File: src/rtl/vscale_hazard_unit_pkg.sv
// Shared constants for the vscale hazard/bypass controller: bypass select
// encodings, canonical result latencies and default field widths.
package vscale_hazard_unit_pkg;

  localparam int HAZ_SEL_RF    = 0;
  localparam int HAZ_LAT_ALU   = 1;
  localparam int HAZ_LAT_MEM   = 2;
  localparam int HAZ_SEL_WIDTH = 2;
  localparam int HAZ_LAT_WIDTH = 2;

endpackage

File: src/rtl/vscale_hazard_unit_if.sv
// DX-side bundle between the pipeline control and the hazard unit.
// The pipeline is the master; the hazard unit is the slave.
interface vscale_hazard_unit_if
  import vscale_hazard_unit_pkg::*;
#(
  parameter int REG_ADDR_WIDTH = 5,
  parameter int LAT_WIDTH      = HAZ_LAT_WIDTH,
  parameter int SEL_WIDTH      = HAZ_SEL_WIDTH,
  parameter int CNT_WIDTH      = 32
) ();

  logic                      issue_valid;
  logic [REG_ADDR_WIDTH-1:0] rs1_addr;
  logic [REG_ADDR_WIDTH-1:0] rs2_addr;
  logic                      uses_rs1;
  logic                      uses_rs2;
  logic [REG_ADDR_WIDTH-1:0] rd_addr;
  logic                      wr_reg;
  logic [LAT_WIDTH-1:0]      res_lat;
  logic                      long_lat;
  logic                      stall_in;
  logic                      flush;
  logic                      ll_done;
  logic [REG_ADDR_WIDTH-1:0] ll_rd;

  logic                      stall_DX;
  logic [SEL_WIDTH-1:0]      bypass_rs1;
  logic [SEL_WIDTH-1:0]      bypass_rs2;
  logic                      ll_issue;
  logic                      ll_abort;
  logic [CNT_WIDTH-1:0]      hazard_cycles;

  modport master (
    output issue_valid, rs1_addr, rs2_addr, uses_rs1, uses_rs2, rd_addr, wr_reg,
           res_lat, long_lat, stall_in, flush, ll_done, ll_rd,
    input  stall_DX, bypass_rs1, bypass_rs2, ll_issue, ll_abort, hazard_cycles
  );

  modport slave (
    input  issue_valid, rs1_addr, rs2_addr, uses_rs1, uses_rs2, rd_addr, wr_reg,
           res_lat, long_lat, stall_in, flush, ll_done, ll_rd,
    output stall_DX, bypass_rs1, bypass_rs2, ll_issue, ll_abort, hazard_cycles
  );

endinterface

File: src/rtl/vscale_hazard_unit_src_check.sv
// Per-operand dependency check: youngest matching in-flight writer picks the
// bypass stage, otherwise a pending long-latency write forces a RAW stall.
module vscale_hazard_src_check
  import vscale_hazard_unit_pkg::*;
#(
  parameter int NUM_STAGES     = 2,
  parameter int REG_ADDR_WIDTH = 5,
  parameter int NUM_REGS       = 2 ** REG_ADDR_WIDTH,
  parameter int LAT_WIDTH      = HAZ_LAT_WIDTH,
  parameter int SEL_WIDTH      = HAZ_SEL_WIDTH
) (
  input  logic                                      uses_i,
  input  logic [REG_ADDR_WIDTH-1:0]                 addr_i,
  input  logic [NUM_STAGES-1:0]                     entV_i,
  input  logic [NUM_STAGES-1:0][REG_ADDR_WIDTH-1:0] entRd_i,
  input  logic [NUM_STAGES-1:0][LAT_WIDTH-1:0]      entLat_i,
  input  logic [NUM_REGS-1:0]                       busy_i,
  output logic [SEL_WIDTH-1:0]                      sel_o,
  output logic                                      rawStall_o
);

  logic found;

  // Scan from stage 1 upward so the youngest writer of the register wins.
  always_comb begin
    sel_o      = SEL_WIDTH'(HAZ_SEL_RF);
    rawStall_o = 1'b0;
    found      = 1'b0;
    if (uses_i && addr_i != '0) begin
      for (int k = 1; k <= NUM_STAGES; k++) begin
        if (!found && entV_i[k-1] && entRd_i[k-1] == addr_i) begin
          found = 1'b1;
          if (k >= int'(entLat_i[k-1])) sel_o = SEL_WIDTH'(k);
          else rawStall_o = 1'b1;
        end
      end
      if (!found && busy_i[addr_i]) rawStall_o = 1'b1;
    end
  end

endmodule

File: src/rtl/vscale_hazard_unit.sv
// Hazard/bypass controller: tracks in-flight writers over NUM_STAGES stages
// and scoreboards a single multi-cycle unit.
module vscale_hazard_unit
  import vscale_hazard_unit_pkg::*;
#(
  parameter int NUM_STAGES     = 2,
  parameter int REG_ADDR_WIDTH = 5,
  parameter int NUM_REGS       = 2 ** REG_ADDR_WIDTH,
  parameter int LAT_WIDTH      = HAZ_LAT_WIDTH,
  parameter int SEL_WIDTH      = HAZ_SEL_WIDTH,
  parameter int CNT_WIDTH      = 32
) (
  input logic               clk,
  input logic               reset,
  vscale_hazard_unit_if.slave hz
);

  logic [NUM_STAGES-1:0]                     entV_q, entV_d;
  logic [NUM_STAGES-1:0][REG_ADDR_WIDTH-1:0] entRd_q, entRd_d;
  logic [NUM_STAGES-1:0][LAT_WIDTH-1:0]      entLat_q, entLat_d;
  logic [NUM_REGS-1:0]                       busy_q, busy_d;
  logic                                      llBusy_q, llBusy_d;
  logic [CNT_WIDTH-1:0]                      hazCnt_q, hazCnt_d;

  logic raw1, raw2, waw, structural, hazard, stallDx, accept, llIssue;

  vscale_hazard_src_check #(
    .NUM_STAGES(NUM_STAGES), .REG_ADDR_WIDTH(REG_ADDR_WIDTH), .NUM_REGS(NUM_REGS),
    .LAT_WIDTH(LAT_WIDTH), .SEL_WIDTH(SEL_WIDTH)
  ) u_rs1_check (
    .uses_i(hz.uses_rs1), .addr_i(hz.rs1_addr), .entV_i(entV_q), .entRd_i(entRd_q),
    .entLat_i(entLat_q), .busy_i(busy_q), .sel_o(hz.bypass_rs1), .rawStall_o(raw1)
  );

  vscale_hazard_src_check #(
    .NUM_STAGES(NUM_STAGES), .REG_ADDR_WIDTH(REG_ADDR_WIDTH), .NUM_REGS(NUM_REGS),
    .LAT_WIDTH(LAT_WIDTH), .SEL_WIDTH(SEL_WIDTH)
  ) u_rs2_check (
    .uses_i(hz.uses_rs2), .addr_i(hz.rs2_addr), .entV_i(entV_q), .entRd_i(entRd_q),
    .entLat_i(entLat_q), .busy_i(busy_q), .sel_o(hz.bypass_rs2), .rawStall_o(raw2)
  );

  // A retiring long-latency write frees its unit and its destination this cycle.
  assign structural = hz.long_lat && llBusy_q && !hz.ll_done;
  assign waw        = hz.wr_reg && hz.rd_addr != '0 && busy_q[hz.rd_addr]
                      && !(hz.ll_done && hz.ll_rd == hz.rd_addr);
  assign hazard     = hz.issue_valid && (raw1 || raw2 || waw || structural);
  assign stallDx    = hazard || hz.stall_in;
  assign accept     = hz.issue_valid && !stallDx;
  assign llIssue    = accept && hz.long_lat && !hz.stall_in && !hz.flush;

  assign hz.stall_DX      = stallDx;
  assign hz.ll_issue      = llIssue;
  assign hz.ll_abort      = hz.flush && llBusy_q;
  assign hz.hazard_cycles = hazCnt_q;

  always_comb begin
    entV_d   = entV_q;
    entRd_d  = entRd_q;
    entLat_d = entLat_q;
    busy_d   = busy_q;
    llBusy_d = llBusy_q;
    hazCnt_d = hazCnt_q;
    if (hz.flush) begin
      entV_d   = '0;
      busy_d   = '0;
      llBusy_d = 1'b0;
    end else begin
      if (!hz.stall_in) begin
        for (int k = NUM_STAGES - 1; k >= 1; k--) begin
          entV_d[k]   = entV_q[k-1];
          entRd_d[k]  = entRd_q[k-1];
          entLat_d[k] = entLat_q[k-1];
        end
        entV_d[0]   = accept && hz.wr_reg && hz.rd_addr != '0 && !hz.long_lat;
        entRd_d[0]  = hz.rd_addr;
        entLat_d[0] = (hz.res_lat == '0) ? LAT_WIDTH'(HAZ_LAT_ALU) : hz.res_lat;
      end
      // Issue is applied after completion so a same-cycle set wins.
      if (hz.ll_done) begin
        busy_d[hz.ll_rd] = 1'b0;
        llBusy_d         = 1'b0;
      end
      if (llIssue) begin
        llBusy_d = 1'b1;
        if (hz.rd_addr != '0) busy_d[hz.rd_addr] = 1'b1;
      end
      if (hazard && !hz.stall_in && hazCnt_q != '1) hazCnt_d = hazCnt_q + CNT_WIDTH'(1);
    end
  end

  always_ff @(posedge clk) begin
    if (!reset) begin
      entV_q   <= '0;
      entRd_q  <= '0;
      entLat_q <= '0;
      busy_q   <= '0;
      llBusy_q <= 1'b0;
      hazCnt_q <= '0;
    end else begin
      entV_q   <= entV_d;
      entRd_q  <= entRd_d;
      entLat_q <= entLat_d;
      busy_q   <= busy_d;
      llBusy_q <= llBusy_d;
      hazCnt_q <= hazCnt_d;
    end
  end

  resLatLegal: assert property (@(posedge clk) disable iff (!reset)
    (hz.issue_valid && hz.wr_reg && !hz.long_lat) |-> (int'(hz.res_lat) <= NUM_STAGES));

endmodule
File: src/flat_wrapper.sv
// flat-port wrapper written by rule: the top's interface ports become plain ports
module vscale_hazard_unit_flat import vscale_hazard_unit_pkg::*;
#(
  parameter int NUM_STAGES     = 2,
  parameter int REG_ADDR_WIDTH = 5,
  parameter int NUM_REGS       = 2 ** REG_ADDR_WIDTH,
  parameter int LAT_WIDTH      = HAZ_LAT_WIDTH,
  parameter int SEL_WIDTH      = HAZ_SEL_WIDTH,
  parameter int CNT_WIDTH      = 32
)
  (clk, reset, hz_issue_valid, hz_rs1_addr, hz_rs2_addr, hz_uses_rs1, hz_uses_rs2, hz_rd_addr, hz_wr_reg, hz_res_lat, hz_long_lat, hz_stall_in, hz_flush, hz_ll_done, hz_ll_rd, hz_stall_DX, hz_bypass_rs1, hz_bypass_rs2, hz_ll_issue, hz_ll_abort, hz_hazard_cycles);
  vscale_hazard_unit_if #(.REG_ADDR_WIDTH(REG_ADDR_WIDTH), .LAT_WIDTH(LAT_WIDTH), .SEL_WIDTH(SEL_WIDTH), .CNT_WIDTH(CNT_WIDTH)) hz_i ();
  input logic clk;
  input logic reset;
  input wire logic [$bits(hz_i.issue_valid)-1:0] hz_issue_valid;
  input wire logic [$bits(hz_i.rs1_addr)-1:0] hz_rs1_addr;
  input wire logic [$bits(hz_i.rs2_addr)-1:0] hz_rs2_addr;
  input wire logic [$bits(hz_i.uses_rs1)-1:0] hz_uses_rs1;
  input wire logic [$bits(hz_i.uses_rs2)-1:0] hz_uses_rs2;
  input wire logic [$bits(hz_i.rd_addr)-1:0] hz_rd_addr;
  input wire logic [$bits(hz_i.wr_reg)-1:0] hz_wr_reg;
  input wire logic [$bits(hz_i.res_lat)-1:0] hz_res_lat;
  input wire logic [$bits(hz_i.long_lat)-1:0] hz_long_lat;
  input wire logic [$bits(hz_i.stall_in)-1:0] hz_stall_in;
  input wire logic [$bits(hz_i.flush)-1:0] hz_flush;
  input wire logic [$bits(hz_i.ll_done)-1:0] hz_ll_done;
  input wire logic [$bits(hz_i.ll_rd)-1:0] hz_ll_rd;
  output wire logic [$bits(hz_i.stall_DX)-1:0] hz_stall_DX;
  output wire logic [$bits(hz_i.bypass_rs1)-1:0] hz_bypass_rs1;
  output wire logic [$bits(hz_i.bypass_rs2)-1:0] hz_bypass_rs2;
  output wire logic [$bits(hz_i.ll_issue)-1:0] hz_ll_issue;
  output wire logic [$bits(hz_i.ll_abort)-1:0] hz_ll_abort;
  output wire logic [$bits(hz_i.hazard_cycles)-1:0] hz_hazard_cycles;
  assign hz_i.issue_valid = hz_issue_valid;
  assign hz_i.rs1_addr = hz_rs1_addr;
  assign hz_i.rs2_addr = hz_rs2_addr;
  assign hz_i.uses_rs1 = hz_uses_rs1;
  assign hz_i.uses_rs2 = hz_uses_rs2;
  assign hz_i.rd_addr = hz_rd_addr;
  assign hz_i.wr_reg = hz_wr_reg;
  assign hz_i.res_lat = hz_res_lat;
  assign hz_i.long_lat = hz_long_lat;
  assign hz_i.stall_in = hz_stall_in;
  assign hz_i.flush = hz_flush;
  assign hz_i.ll_done = hz_ll_done;
  assign hz_i.ll_rd = hz_ll_rd;
  assign hz_stall_DX = hz_i.stall_DX;
  assign hz_bypass_rs1 = hz_i.bypass_rs1;
  assign hz_bypass_rs2 = hz_i.bypass_rs2;
  assign hz_ll_issue = hz_i.ll_issue;
  assign hz_ll_abort = hz_i.ll_abort;
  assign hz_hazard_cycles = hz_i.hazard_cycles;
  vscale_hazard_unit #(.NUM_STAGES(NUM_STAGES), .REG_ADDR_WIDTH(REG_ADDR_WIDTH), .NUM_REGS(NUM_REGS), .LAT_WIDTH(LAT_WIDTH), .SEL_WIDTH(SEL_WIDTH), .CNT_WIDTH(CNT_WIDTH)) u_core (.clk(clk), .reset(reset), .hz(hz_i));
endmodule
File: config.mk
export PLATFORM = sky130hd
export DESIGN_NAME = vscale_hazard_unit_flat
export DESIGN_NICKNAME = d
export VERILOG_FILES = /design/src/rtl/vscale_hazard_unit_pkg.sv /design/src/rtl/vscale_hazard_unit_if.sv /design/src/rtl/vscale_hazard_unit_src_check.sv /design/src/rtl/vscale_hazard_unit.sv /design/src/flat_wrapper.sv
export SDC_FILE = /design/constraint.sdc
export NUM_CORES = 1
export LEC_CHECK = 0
export ABC_AREA = 1
export CORE_UTILIZATION = 53
export CTS_BUF_LIST = sky130_fd_sc_hd__clkbuf_8
export DETAILED_ROUTE_END_ITERATION = 6
export PLACE_DENSITY = 0.88
export SYNTH_ARGS = -nofsm -noshare
export SYNTH_HDL_FRONTEND = slang
export SYNTH_HIERARCHICAL = 1
export SYNTH_SLANG_ARGS = --single-unit
export TNS_END_PERCENT = 5
File: constraint.sdc
create_clock -name clk -period 2.9 [get_ports clk]
set_clock_uncertainty 0.2 [all_clocks]
set_input_delay 0.58 -clock clk [delete_from_list [all_inputs] [get_ports clk]]
set_output_delay 0.58 -clock clk [all_outputs]
set_load 0.01 [all_outputs]
==> out/results.tsv, run 1 <==
stage	metric	value	unit
outcome	outcome	finished, violations left	
outcome	violated checks	DRC, setup timing	
hold_path	hold endpoint	u_core/busy_q[0]	
critical_path	CP cell instances	clkdlybuf4s50_1 -> nor3_2 -> inv_1 -> o21ai_2 -> inv_1 -> nand2_1 -> inv_1 -> nand2_2 -> buf_12 -> nand4_4 -> nor2_8 -> buf_6	
clock_tree	Skew-Pair Late Insertion Delay	0.36	ns
route	initial DRC count	782	
synthesis	post-synthesis cell type count	37	
critical_path	slowest stage cell, crit path	clkdlybuf4s50_1	
finish	# fillers	922	
pwr	Psw	0.682	mW
synthesis	Post-Synthesis Cells	966	
pwr	Seq pwr share	47.9	%
critical_path	R2R Path Start	u_core/entRd_q[3]	
global_route	Congestion Overflow GR	0	
critical_path	most frequent cell on the critical path	inv_1	
die	I/O pin count	71	
critical_path	crit path kind	in2out	
route	DRT Pass-1 Iters	7	
synthesis	synthesized area	6030	sq um
critical_path	CP arrival	2.31	ns
die	height of the die	109	um
flow_run	MaxCap Viol Count	0	
hold_path	min-delay src	u_core/busy_q[0]	
pwr	clock power share	33.3	%
finish	synthesis-to-finish area growth	28.7	%
route	via count	7184	
synthesis	synthesized flop and latch total	81	
clock_tree	clk buf depth	2	
die	Placeable Area	11000	sq um
sta	Slew headroom	65.3	%
critical_path	setup slack, reg-to-reg	0.05	ns
pwr	Internal	1.70	mW
hold_path	hold depth	2	
sta	Slew Viols, Final	0	
critical_path	Worst setup SP type	input pin	
finish	design area	7760	sq um
sta	Worst-Margin Slew	0.519	ns
pwr	static leakage	3.18	nW
die	full die area	11800	sq um
sta	Final WS setup	-0.191	ns
synthesis	synthesized net count	999	
critical_path	Crit path max-delay family	buffers and inverters	
critical_path	reg-to-reg endpoint	u_core/busy_q[31]	
global_route	first-pass GRT wire length	31200	um
clock_tree	hold_buf cts	0	
sta	Fmax	0.324	GHz
global_route	GRT Util Overall	34.0	%
route	antenna-violating nets left	0	
global_route	initial antenna violation count	0	
critical_path	r2r worst-path depth	14	
sta	unrepaired setup endpoints after global routing	true	
clock_tree	CTS Root Cell	clkbuf_8	
critical_path	slowest stage delay, CP	0.47	ns
placement	worst slack at placement	-1.08	ns
clock_tree	CTS H-tree lvls	3	
finish	layout cells sized above 1	22.8	%
route	detailed-route wire length per cell	15.3	um
critical_path	Crit path depth	12	
sta	final setup fails	3	
clock_tree	clock-pin slew on the worst setup and hold paths	0.08	ns
sta	final hold vios	0	
route	DR DRC count	9	
route	final wirelength	19300	um
finish	nets	1150	
die	Initial Utilization	54.9	%
placement	detailed placement HPWL	13900	um
global_route	largest net degree at the start of global routing	51	
pwr	Power Total	2.39	mW
placement	gpl congestion	1.03	
die	DIE WIDTH	109	um
synthesis	Synth warnings	6	
placement	placed instance area	7370	sq um
critical_path	WP buf/inv	6	
hold_path	HP Class	reg2reg	
synthesis	register area share after synthesis	26.9	%
critical_path	CP endpoint kind	output port	
clock_tree	Num CTS Buffers	9	
sta	Period minus WS final	3.09	ns
die	FP Rows	38	
global_route	vias in the first global route	6393	
pwr	PwrDens	307	nW/um^2
clock_tree	clk sink count	81	
critical_path	worst-path fanout max	3	
placement	port bufs	70	
pwr	combinational group share of total power	18.7	%
clock_tree	CTS tree	yes	
pwr	Sw Ratio	28.6	%
synthesis	syn avg cell area	6.24	sq um
route	vias per cell	5.70	
finish	Ant. Diodes	0	
critical_path	Worst EP required	2.12	ns
sta	crit share post-route	107	%
pwr	Worst IR Drop VDD	0.222	mV
-- kinds of logic after synthesis --
logic type / Yosys count / share of synthesized area [%]
fa+ha+maj: 1 / 0.207
xor+xnor: 29 / 4.21
buf+inv: 109 / 9.94
flops: 81 / 26.9
simple gates: 614 / 45.4
compound gates: 132 / 13.3
-- synthesized netlist by cell type, drive strengths merged --
library cell,n,area share [%]
nand2,338,22
nor2,116,7.7
nand3,82,7.1
dfxtp,81,27
a21oi,72,7.9
inv,65,4.2
o21ai,54,4.5
nand4,37,4.3
buf,31,4.9
nor3,29,2.6
xor2,23,3.3
clkbuf,13,0.81
xnor2,6,0.87
nor4,5,0.52
or2,4,0.41
o22ai,3,0.31
nand3b,2,0.25
a211oi,1,0.33
ha,1,0.21
nor3b,1,0.12
o21bai,1,0.12
o221a,1,0.19
-- per-stage QoR --
step	util [%]	setup TNS (ns)	hold WS, ns	std cells
after detailed placement	67.1	-37.39	0.286	1234
after CTS	70.2	-0.355	0.297	1260
after global routing	70.6	-0.682	0.338	1261
after floorplan	-	-0.221	0.249	966
final	70.6	-0.356	0.298	1261
after global placement	67.1	-34.13	0.279	1234
-- how the worst max path moves through the flow --
stage                           start     endpoint  slack, ns
global placement       hz_rs1_addr[0]  hz_ll_issue      -1.05
detailed placement     hz_rs1_addr[0]  hz_ll_issue      -1.08
floorplan              hz_rs2_addr[0]  hz_ll_issue      -0.15
CTS                 u_core/entRd_q[2]  hz_ll_issue      -0.20
finish                  hz_rd_addr[4]  hz_ll_issue      -0.19
global route        u_core/entRd_q[4]  hz_ll_issue      -0.27
-- placed cells by master (no fill, tap or decap), drive strengths merged --
cell and instances:
clkinv 4, clkbuf 9, nor4 5, o22ai 3
a21oi 72, xor2 23, nand2 338, nor2 116
nor3b 1, o21ai 54, dlymetal6s2s 3, dlygate4sd2 5
buf 126, clkdlybuf4s50 50, bufinv 1, ha 1
nand3 82, a211oi 1, xnor2 6, nand4 37
nand3b 2, inv 66, dfxtp 81, o221a 1
o21bai 1, or2 4, nor3 29
-- power groups by stage --
stage | registers, mW | logic [mW] | clock network [mW]
after detailed placement | 1.17 | 0.414 | 0
after floorplan | 1.16 | 0.238 | 0
after global placement | 1.17 | 0.408 | 0
after CTS | 1.14 | 0.432 | 0.804
final | 1.14 | 0.447 | 0.795
after global routing | 1.15 | 0.482 | 0.862
-- what timing repair did --
item                       CTS  global route
resized for setup           93            14
pin swaps                   19            11
gates cloned                 1             0
setup endpoints to repair   55            36
setup buffers               10             1
-- registers in the layout (all words and copies together) (netlist names) --
name and cells:
u_core/entLat_q 4, u_core/busy_q 32, u_core/entRd_q 10, u_core/llBusy_q 1
u_core/hz.hazard_cycles 32, u_core/entV_q 2
-- area by class of cell --
class | count | area [sq um] | area share [%]
multi-input cells | 776 | 3880 | 50.0
flip-flops and latches | 81 | 1640 | 21.1
repair buffers | 184 | 1630 | 21.0
inverters | 65 | 256 | 3.31
well taps | 140 | 175 | 2.26
clock buffers | 9 | 124 | 1.60
clock inverters | 6 | 61.3 | 0.790
-- worst min-delay path, cell delays in order (launching register included) --
cell and delay (ns):
dfxtp_1 0.34, o21ai_0 0.08, nor2_1 0.04
-- per-layer routing --
metal  part of all wire, %  up-vias  global-route usage, %  wire [um]
li1                      -     3455                      -          -
met1                    41     3266                   45.7       7860
met2                    44      406                   52.1       8560
met3                    12       57                   6.87       2290
met4                   3.1        0                   15.5        608
met5                     0        -                      0          0
No activity file was read; power rests on OpenSTA's default activity.
==> run 2: changes to the inputs <==
--- a/config.mk
+++ b/config.mk
@@ -9,6 +9,7 @@
 export CORE_UTILIZATION = 53
 export CTS_BUF_LIST = sky130_fd_sc_hd__clkbuf_8
 export DETAILED_ROUTE_END_ITERATION = 6
+export MAX_ROUTING_LAYER = met4
 export PLACE_DENSITY = 0.88
 export SYNTH_ARGS = -nofsm -noshare
 export SYNTH_HDL_FRONTEND = slang
==> run 2 against run 1 <==
Against the previous run:
- setup slack lost 0.035 ns
- via count grew 0.40%
- sequential share of layout area is 0.38 points higher
- cell area decreased by 1.3%
- the flow still finishes with violations (DRC, setup timing)
- non-clock buffer count fell by 9
- combinational power about the same
- routed wire length rose by 2.0%
- sequential power barely moved
- global-route usage rose by 0.74 points
- critical path type is now reg2out
==> out/results.tsv, run 2 (synthesis results as in run 1) <==
stage	metric	value	unit	change
finish	design area	7660	sq um	-1.3%
critical_path	CP arrival	2.35	ns	+0.04 ns
finish	most common cell after layout, fill and taps aside	nand2_1		
die	height of the die	109	um	unchanged
hold_path	HP Class	reg2reg		
clock_tree	Num CTS Buffers	9		unchanged
route	DRT Pass-1 Iters	7		unchanged
route	DR DRC count	12		+3
route	initial DRC count	831		+6.3%
global_route	largest net degree at the start of global routing	35		-31%
die	full die area	11800	sq um	unchanged
die	I/O pin count	71		unchanged
route	antenna-violating nets left	0		unchanged
die	Initial Utilization	54.9	%	unchanged
sta	unrepaired setup endpoints after global routing	true		
outcome	violated checks	DRC, setup timing		
pwr	Psw	0.749	mW	+9.8%
sta	Slew Viols, Final	0		unchanged
pwr	Sw Ratio	30.3	%	+1.7 points
finish	layout cells sized above 1	22.6	%	-0.29 points
route	detailed-route wire length per cell	15.7	um	+2.6%
critical_path	Crit path max-delay family	simple AND/OR/NAND/NOR gates		
die	FP Rows	38		unchanged
clock_tree	Skew-Pair Late Insertion Delay	0.38	ns	+0.02 ns
outcome	outcome	finished, violations left		
die	Placeable Area	11000	sq um	unchanged
clock_tree	clock-pin slew on the worst setup and hold paths	0.09	ns	about the same
critical_path	CP cell instances	inv_1 -> nand2_1 -> nand2_1 -> nor2_2 -> nand3_2 -> or2_1 -> nand2_1 -> a21oi_2 -> a211oi_4 -> buf_6 -> nand4_4 -> nor2_8 -> buf_6		
critical_path	slowest stage delay, CP	0.39	ns	-0.08 ns
clock_tree	CTS H-tree lvls	3		unchanged
route	vias per cell	5.76		+1.0%
hold_path	hold depth	2		unchanged
route	final wirelength	19700	um	+2.0%
sta	Fmax	0.320	GHz	-1.1%
pwr	clock power share	35.7	%	+2.4 points
critical_path	Worst EP required	2.12	ns	about the same
flow_run	MaxCap Viol Count	0		unchanged
clock_tree	CTS tree	yes		
placement	port bufs	70		unchanged
placement	placed instance area	7330	sq um	-0.58%
finish	Ant. Diodes	0		unchanged
critical_path	r2r worst-path depth	15		+1
clock_tree	clk sink count	81		unchanged
sta	final setup fails	3		unchanged
critical_path	worst-path fanout max	5		+2
pwr	PwrDens	323	nW/um^2	+5.0%
placement	gpl congestion	1.04		+0.90%
critical_path	slowest stage cell, crit path	dfxtp_4		
route	via count	7213		+0.40%
pwr	static leakage	3.10	nW	-2.5%
critical_path	crit path kind	reg2out		
placement	detailed placement HPWL	14400	um	+3.6%
critical_path	R2R Path Start	u_core/entRd_q[4]		
sta	Total Negative Setup Slacks	-0.440	ns	-0.0840 ns
global_route	first-pass GRT wire length	30800	um	-1.0%
placement	worst slack at placement	-1.05	ns	+0.0332 ns
finish	commonest non-fill, non-tap cells in the layout	303 x nand2_1, 104 x nor2_1, 97 x buf_4		
critical_path	Crit path depth	13		+1
critical_path	most frequent cell on the critical path	nand2_1		
pwr	Worst IR Drop VDD	0.231	mV	+4.3%
pwr	combinational group share of total power	18.0	%	-0.7 points
die	DIE WIDTH	109	um	unchanged
critical_path	CP endpoint kind	output port		
finish	nets	1141		-0.78%
sta	Worst-Margin Slew	0.634	ns	+0.115 ns
pwr	Seq pwr share	46.3	%	-1.6 points
pwr	Internal	1.72	mW	+1.1%
critical_path	setup slack, reg-to-reg	0	ns	-0.05 ns
sta	final hold vios	0		unchanged
hold_path	hold endpoint	u_core/hz.hazard_cycles[5]		
finish	synthesis-to-finish area growth	27.0	%	
global_route	Congestion Overflow GR	0		unchanged
clock_tree	hold_buf cts	0		unchanged
sta	Slew headroom	57.7	%	-7.7 points
pwr	Power Total	2.47	mW	+3.6%
global_route	GRT Util Overall	34.7	%	+0.74 points
clock_tree	CTS Root Cell	clkbuf_8		
global_route	initial antenna violation count	0		unchanged
finish	# fillers	940		+2.0%
hold_path	min-delay src	u_core/hz.hazard_cycles[5]		
sta	crit share post-route	108	%	+1.2 points
sta	Period minus WS final	3.13	ns	+0.0348 ns
critical_path	Worst setup SP type	flip-flop		
critical_path	WP buf/inv	3		-3
critical_path	reg-to-reg endpoint	u_core/busy_q[31]		
critical_path	Critical Path Start	u_core/entRd_q[4]		
clock_tree	clk buf depth	2		unchanged
sta	Final WS setup	-0.226	ns	-0.0348 ns
global_route	vias in the first global route	6416		+0.36%
==> run 2: worst max-delay path by stage <==
| stage | to | slack (ns) |
|---|---|---|
| finish | hz_ll_issue | -0.23 |
| global route | hz_ll_issue | -0.29 |
| CTS | hz_ll_issue | -0.24 |
| detailed placement | hz_ll_issue | -1.05 |
| global placement | hz_ll_issue | -1.04 |
| floorplan | hz_ll_issue | -0.15 |
==> run 2: final cells by class <==
class	count	area (sq um)	area share, %
flip-flops and latches	81	1640	21.5
multi-input cells	776	3890	50.8
inverters	65	256	3.35
clock buffers	9	124	1.62
well taps	140	175	2.29
repair buffers	175	1490	19.4
clock inverters	7	83.8	1.09
==> run 2: worst min-delay path, stage by stage (launching register included) <==
cell	delay (ns)
dfxtp_1	0.35
nand2_1	0.07
a21oi_1	0.05
==> run 2: metrics by stage <==
step	hold WS, ns	util [%]	cells
floorplan	0.249	-	966
global placement	0.278	66.7	1230
detailed placement	0.287	66.7	1230
CTS	0.310	69.2	1251
global route	0.351	69.7	1253
finish	0.310	69.7	1253
==> run 2: metal layers <==
metal | GRT usage [%] | vias to the layer above | share of wire, %
met1 | 44.0 | 3235 | 42
met5 | - | - | 0
met2 | 51.7 | 451 | 44
li1 | - | 3448 | -
met4 | 15.5 | 0 | 3.4
met3 | 8.97 | 79 | 11
==> run 2: power groups by stage <==
stage / clock [mW] / sequential, mW / combinational [mW]
after global placement: 0 / 1.17 / 0.410
after floorplan: 0 / 1.16 / 0.238
after CTS: 0.889 / 1.14 / 0.423
after global routing: 0.939 / 1.15 / 0.477
final: 0.883 / 1.14 / 0.446
after detailed placement: 0 / 1.17 / 0.414
==> run 2: repair_timing <==
action                                  4_1_cts  5_1_grt
endpoints found under the setup margin       38       35
gates resized for setup                      73       35
setup buffers                                 5        2
pin swaps                                    18       11
gates cloned                                  1        0
